## config.mk

```make
export PLATFORM = sky130hd
export DESIGN_NAME = beep_arbiter
export DESIGN_NICKNAME = d
export VERILOG_FILES = /design/src/rtl/game_pkg.sv /design/src/rtl/tone_gen.sv /design/src/rtl/beep_arbiter.sv
export SDC_FILE = /design/constraint.sdc
export NUM_CORES = 1
export LEC_CHECK = 0
export ABC_AREA = 1
export ABC_CLOCK_PERIOD_IN_PS = 2800
export BUFFER_PORTS_ARGS = -buffer_cell sky130_fd_sc_hd__buf_2
export CAP_MARGIN = 20
export CORE_ASPECT_RATIO = 1.75
export CORE_UTILIZATION = 40
export CTS_CLUSTER_SIZE = 10
export DETAILED_ROUTE_END_ITERATION = 6
export HOLD_SLACK_MARGIN = 0.15
export SETUP_SLACK_MARGIN = 0.2
export SYNTH_ARGS = -nofsm -noshare
export SYNTH_HDL_FRONTEND = slang
export SYNTH_SLANG_ARGS = --single-unit
```

## constraint.sdc

```tcl
create_clock -name clk -period 2.8 [get_ports clk]
set_input_delay 0.14 -clock clk [delete_from_list [all_inputs] [get_ports clk]]
set_output_delay 0.14 -clock clk [all_outputs]
set_load 0.02 [all_outputs]
```

## src/rtl/game_pkg.sv

```systemverilog
// game_pkg: requester indices, beep arbiter state encoding and the fixed tone pattern
// for each requester.
package game_pkg;

    localparam int REQ_N = 4;

    localparam logic [1:0] REQ_CLICK   = 2'd0;
    localparam logic [1:0] REQ_TIMEOUT = 2'd1;
    localparam logic [1:0] REQ_FAIL    = 2'd2;
    localparam logic [1:0] REQ_SUCCESS = 2'd3;

    // lowest tone in the table; sizes the half-period counter
    localparam int MIN_TONE_HZ = 500;

    typedef enum logic [1:0] {
        ST_IDLE = 2'd0,
        ST_ON   = 2'd1,
        ST_OFF  = 2'd2,
        ST_DONE = 2'd3
    } state_t;

    function automatic int tone_hz(input logic [1:0] idx);
        case (idx)
            REQ_CLICK:   return 2000;
            REQ_TIMEOUT: return 1000;
            REQ_FAIL:    return 500;
            default:     return 2000;
        endcase
    endfunction

    function automatic int on_ms(input logic [1:0] idx);
        case (idx)
            REQ_CLICK:   return 30;
            REQ_TIMEOUT: return 200;
            REQ_FAIL:    return 500;
            default:     return 100;
        endcase
    endfunction

    function automatic int off_ms(input logic [1:0] idx);
        case (idx)
            REQ_CLICK:   return 0;
            REQ_TIMEOUT: return 200;
            REQ_FAIL:    return 0;
            default:     return 100;
        endcase
    endfunction

    function automatic int beep_cnt(input logic [1:0] idx);
        case (idx)
            REQ_CLICK:   return 1;
            REQ_TIMEOUT: return 2;
            REQ_FAIL:    return 1;
            default:     return 3;
        endcase
    endfunction

endpackage

```

## src/rtl/tone_gen.sv

```systemverilog
// tone_gen: square wave generator. Output is registered and starts high on the first
// enabled cycle; restart forces a fresh high phase while already enabled.
module tone_gen #(
    parameter int HALF_W = 10
) (
    input  logic              clk,
    input  logic              rst,
    input  logic              en,
    input  logic              restart,
    input  logic [HALF_W-1:0] half,
    output logic              wave
);
    logic [HALF_W-1:0] cnt;
    logic              en_q;

    // en describes the coming cycle, so wave is already correct on the first ON cycle
    always_ff @(posedge clk) begin
        if (!rst) begin
            cnt  <= '0;
            wave <= 1'b0;
            en_q <= 1'b0;
        end else begin
            en_q <= en;
            if (!en) begin
                cnt  <= '0;
                wave <= 1'b0;
            end else if (restart || !en_q) begin
                cnt  <= half - HALF_W'(1);
                wave <= 1'b1;
            end else if (cnt == '0) begin
                cnt  <= half - HALF_W'(1);
                wave <= ~wave;
            end else begin
                cnt <= cnt - HALF_W'(1);
            end
        end
    end

endmodule

```

## src/rtl/beep_arbiter.sv

```systemverilog
// beep_arbiter: owns the buzzer pin, arbitrates click/timeout/fail/success requests and
// plays each requester's tone pattern. Define BEEP_QUEUE_EN to queue busy-time requests.
//
// state | meaning
// IDLE  | nothing playing, waiting for a pending request
// ON    | tone segment of the granted pattern
// OFF   | silent gap between beeps of the granted pattern
// DONE  | pattern completed, over pulses this cycle
module beep_arbiter
    import game_pkg::*;
#(
    parameter int CLK_HZ = 1_000_000,
    parameter int MS_W   = 10
) (
    input  logic       clk,
    input  logic       rst,
    input  logic [3:0] req,
    input  logic       mute,
    output logic       beep,
    output logic [3:0] grant,
    output logic       busy,
    output logic       over,
    output logic       drop
);
    localparam int DIV    = CLK_HZ / 1000;
    localparam int DIV_W  = $clog2(DIV + 1);
    localparam int HALF_W = $clog2(CLK_HZ / (2 * MIN_TONE_HZ) + 1);

    localparam logic [HALF_W-1:0] HALF_CLICK   = HALF_W'(CLK_HZ / (2 * tone_hz(REQ_CLICK)));
    localparam logic [HALF_W-1:0] HALF_TIMEOUT = HALF_W'(CLK_HZ / (2 * tone_hz(REQ_TIMEOUT)));
    localparam logic [HALF_W-1:0] HALF_FAIL    = HALF_W'(CLK_HZ / (2 * tone_hz(REQ_FAIL)));
    localparam logic [HALF_W-1:0] HALF_SUCCESS = HALF_W'(CLK_HZ / (2 * tone_hz(REQ_SUCCESS)));

    state_t            state, state_nxt;
    logic [1:0]        gidx, gidx_nxt, top_idx;
    logic [1:0]        left, left_nxt;
    logic [3:0]        pending, accept, above, clr;
    logic [MS_W-1:0]   seg_ms, seg_dur;
    logic [DIV_W-1:0]  ms_div;
    logic              tick, top_valid, preempt, load, seg_done, seg_clr;
    logic              tone_en, wave;
    logic [HALF_W-1:0] half;

    assign tick = (ms_div == '0);

    always_comb begin
        top_valid = |pending;
        top_idx   = 2'd0;
        above     = 4'b0000;
        for (int i = 0; i < REQ_N; i++) begin
            if (pending[i]) top_idx = 2'(i);
            above[i] = (2'(i) > gidx);
        end
    end

    assign preempt  = top_valid && (top_idx > gidx) && (state == ST_ON || state == ST_OFF);
    assign seg_dur  = (state == ST_ON) ? MS_W'(on_ms(gidx)) : MS_W'(off_ms(gidx));
    assign seg_done = (seg_ms == seg_dur);

    always_comb begin
        state_nxt = state;
        gidx_nxt  = gidx;
        left_nxt  = left;
        load      = 1'b0;
        over      = 1'b0;
        case (state)
            ST_IDLE: begin
                if (top_valid) begin
                    state_nxt = ST_ON;
                    load      = 1'b1;
                end
            end
            ST_ON: begin
                if (preempt) begin
                    load = 1'b1;
                end else if (seg_done) begin
                    if (left != 2'd0 && off_ms(gidx) != 0) state_nxt = ST_OFF;
                    else                                   state_nxt = ST_DONE;
                end
            end
            ST_OFF: begin
                if (preempt) begin
                    state_nxt = ST_ON;
                    load      = 1'b1;
                end else if (seg_done) begin
                    state_nxt = ST_ON;
                    left_nxt  = left - 2'd1;
                end
            end
            ST_DONE: begin
                state_nxt = ST_IDLE;
                over      = 1'b1;
            end
            default: state_nxt = ST_IDLE;
        endcase
        if (load) begin
            gidx_nxt = top_idx;
            left_nxt = 2'(beep_cnt(top_idx) - 1);
        end
    end

    assign seg_clr = load || (state_nxt != state);
    assign clr     = load ? (4'b0001 << top_idx) : 4'b0000;

`ifdef BEEP_QUEUE_EN
    assign accept = req;
`else
    // while busy only strictly higher priority survives; it will preempt
    assign accept = (state == ST_IDLE) ? req : (req & above);
`endif

    always_ff @(posedge clk) begin
        if (!rst) begin
            state   <= ST_IDLE;
            gidx    <= REQ_CLICK;
            left    <= 2'd0;
            pending <= 4'b0000;
            seg_ms  <= '0;
            ms_div  <= DIV_W'(DIV - 1);
            drop    <= 1'b0;
        end else begin
            state   <= state_nxt;
            gidx    <= gidx_nxt;
            left    <= left_nxt;
            pending <= (pending & ~clr) | accept;
            drop    <= |(req & ~accept);
            ms_div  <= tick ? DIV_W'(DIV - 1) : ms_div - DIV_W'(1);
            if (seg_clr)                   seg_ms <= '0;
            else if (tick && seg_ms != '1) seg_ms <= seg_ms + MS_W'(1);
        end
    end

    always_comb begin
        case (gidx_nxt)
            REQ_CLICK:   half = HALF_CLICK;
            REQ_TIMEOUT: half = HALF_TIMEOUT;
            REQ_FAIL:    half = HALF_FAIL;
            default:     half = HALF_SUCCESS;
        endcase
    end

    assign tone_en = (state_nxt == ST_ON);

    tone_gen #(.HALF_W(HALF_W)) u_tone (
        .clk     (clk),
        .rst     (rst),
        .en      (tone_en),
        .restart (load),
        .half    (half),
        .wave    (wave)
    );

    assign busy  = (state != ST_IDLE);
    assign grant = busy ? (4'b0001 << gidx) : 4'b0000;
    assign beep  = wave & ~mute;

endmodule
```

==> summary.md <==
| Metric | Value |
|---|---|
| Post-DR wirelength/cell | 11.6 um |
| Worst Path Arrival | 2.66 ns |
| Clock-pin slew on the worst setup and hold paths | 0.06 ns |
| Yosys warnings | 0 |
| Die ar. | 0.00726 mm^2 |
| CTS max path bufs | 2 |
| Port buffer count | 14 |
| Placed insts | 511 |
| First-pass GRT wire length | 10200 um |
| Clock Skew | 0.00500 ns |
| Final GP Congestion | 0.871 |
| Std-Cell Rows | 39 |
| Inserted Diodes | 0 |
| Final cell count without fillers | 531 |
| Vias per cell | 4.84 |
| Worst skew pair latency | 0.29 ns |
| Most common cell after layout, fill and taps aside | nand2_1 |
| I/O pins | 15 |
| Slew @ Worst Pin | 0.508 ns |
| Most frequent cells in the layout | nand2_1, inv_1, nor2_1 |
| Initial antenna violation count | 0 |
| Pleak | 1.54 nW |
| GR Util met2 | 0.356 |
| Die W | 64.8 um |
| Hold crit path type | input port to register |
| Vias in the first global route | 2508 |
| Layout cell share with drive strength beyond 1 | 0.200 |
| Highest Clock Rate | 412 MHz |
| WS Path Type | register to register |
| Hold Vio Cnt, Final | 0 |
| Mux share of post-synthesis cell area | 0.00362 |
| H-tree Lvls | 2 |
| Core Region | 0.00659 mm^2 |
| ANT nets after route | 0 |
| DR vias | 2568 |
| Sequential cell area fraction in the yosys report | 0.312 |
| Worst slack, placed | 0.0857 ns |
| Status | completed |
| Synth Area in Compound Gates | 0.0992 |
| CTS sink count | 43 |
| Final setup margin | 0.370 ns |
| CTS root buf | clkbuf_16 |
| 1st-pass router iterations | 4 |
| Final slew viol count | 0 |
| CTS buffer count | 5 |
| Syn-to-layout area delta | 19.0% |
| Tcrit/Tclk final | 0.868 |
| Pwr Total | 2.81 mW |
| Final setup viols | 0 |
| Final HPWL DP | 4810 um |
| Drt drc | 0 |
| Post-layout min period | 2.43 ns |
| Final hold slack | 0.202 ns |
| Met1 Track Usage GR | 0.165 |
| GR peak layer | met2 |
| Setup TNS | 0 ns |
| Startpoint types | register |
| Critical Path RT | 3.03 ns |
| Simple-gate share of the synthesized area | 0.341 |
| Max cap viols | 0 |
| Synth unique cells | 32 |
| Nets | 474 |
| Slew headroom | 0.661 |
| Syn nets | 437 |
| Peak supply drop | 0.358 mV |
| RSZ-0062 raised after global routing | true |
| Die Ht | 112 um |
| Crit. End Element | register |
| Aggregate global-route resource usage | 0.186 |
| Post-Synth XOR/XNOR Area | 0.0444 |
| Initial DRC Count | 72 |
| Synth Area in Adders | 0.0861 |
| Crit path max fanout | 6 |
| GR Layer Usage met3 | 0.0318 |
| Power per cell area | 854 mW/mm^2 |
| Main combinational cell family by area after synthesis | simple AND/OR/NAND/NOR gates |
| CTS tree | yes |
| Initial core utilization | 0.419 |
| GR Overflow Total | 0 |
| Mean Syn Cell Area | 6.72 um^2 |
| Post-Synthesis Cells | 411 |
| Largest net degree at the start of global routing | 15 |
| Cell area after synthesis | 0.00276 mm^2 |
| Final WL | 6170 um |
| FF+latch count, synth | 43 |
-- cells by family after synthesis --
family                     after synthesis
DFF                                     43
buffers and inverters                   80
xor gates and xnor gates                14
and+or+nand+nor                        203
muxes                                    1
AOI/OAI and AO/OA                       51
adders and majority gates               19
-- sequential cells by signal, indices dropped and copies added (netlist names) --
name and cells:
u_tone.cnt 10, gidx 2, left 2, state 2, drop 1, ms_div 10, u_tone.en_q 1, u_tone.wave 1
pending 4, seg_ms 10
-- through the flow --
stage	utilization	cell area (um^2)
floorplan	-	2760
global placement	0.450	2960
detailed placement	0.450	2960
CTS	0.489	3220
global route	0.499	3290
finish	0.499	3290
-- area by class of cell --
| cell class | instances | area (um^2) |
|---|---|---|
| clock buffer | 5 | 125 |
| clock inverter | 3 | 43.8 |
| fill | 676 | 3300 |
| inverter | 77 | 289 |
| multi-input combinational | 288 | 1630 |
| sequential | 43 | 868 |
| tap | 82 | 103 |
| timing repair buffer | 33 | 229 |
-- power by group --
part | switching [mW] | internal [mW]
clock network | 0.239 | 0.420
registers | 0.0816 | 0.718
logic | 0.832 | 0.517
total | 1.15 | 1.66
-- Yosys cell counts, drive strengths merged --
cell    count  area (um^2)
nand2      96          388
nor2       56          258
nand3b      2         15.0
ha         19          238
xor2       10         87.6
nor3       21          121
inv        74          278
buf         2         22.5
xnor2       4         35.0
dfxtp      43          861
nor3b       1         12.5
o21ai      28          140
nand4       2         12.5
o21bai      2         15.0
a22oi       1         7.51
mux2i       1         10.0
clkbuf      1         3.75
clkinv      3         11.3
a31oi       1         6.26
a21boi      1         7.51
nand3      25          135
a21oi      18         97.6
-- worst paths after layout --
check	from	endpoint	slack (ns)	cells past startpoint
worst min register to register	ms_div[0]	ms_div[0]	0.39	1
worst min-delay path	req[1]	pending[1]	0.20	3
worst max-delay path	pending[3]	u_tone.cnt[1]	0.37	20
worst max register to register	pending[3]	u_tone.cnt[1]	0.37	20
-- routing by layer --
| layer | part of all wire | wire length (um) |
|---|---|---|
| met2 | 0.56 | 3460 |
| met4 | 0.051 | 313 |
| met3 | 0.019 | 115 |
| met5 | 0 | 0 |
| met1 | 0.37 | 2270 |
-- worst max-delay path: stages, from the launching register on --
cell      delay, ns
dfxtp_4        0.37
nor2_4         0.09
inv_2          0.07
ha_4           0.26
inv_1          0.03
o21bai_1       0.14
nand2_1        0.08
nor2_2         0.14
a21oi_2        0.06
nor2_4         0.15
buf_6          0.14
nand2_1        0.06
o21ai_2        0.07
ha_1           0.26
inv_2          0.08
nand2_2        0.05
o21ai_1        0.07
nand2_1        0.06
nand2_1        0.05
inv_1          0.04
nor2_2         0.08
-- what timing repair did --
action | 4_1_cts | 5_1_grt
setup endpoints to repair | 3 | 22
endpoints found under the hold margin | 7 | 0
hold buffers | 5 | 0
buffers inserted | 5 | 2
pin swaps | 3 | 6
resized for setup | 3 | 20
No activity file was read; power rests on OpenSTA's default activity.
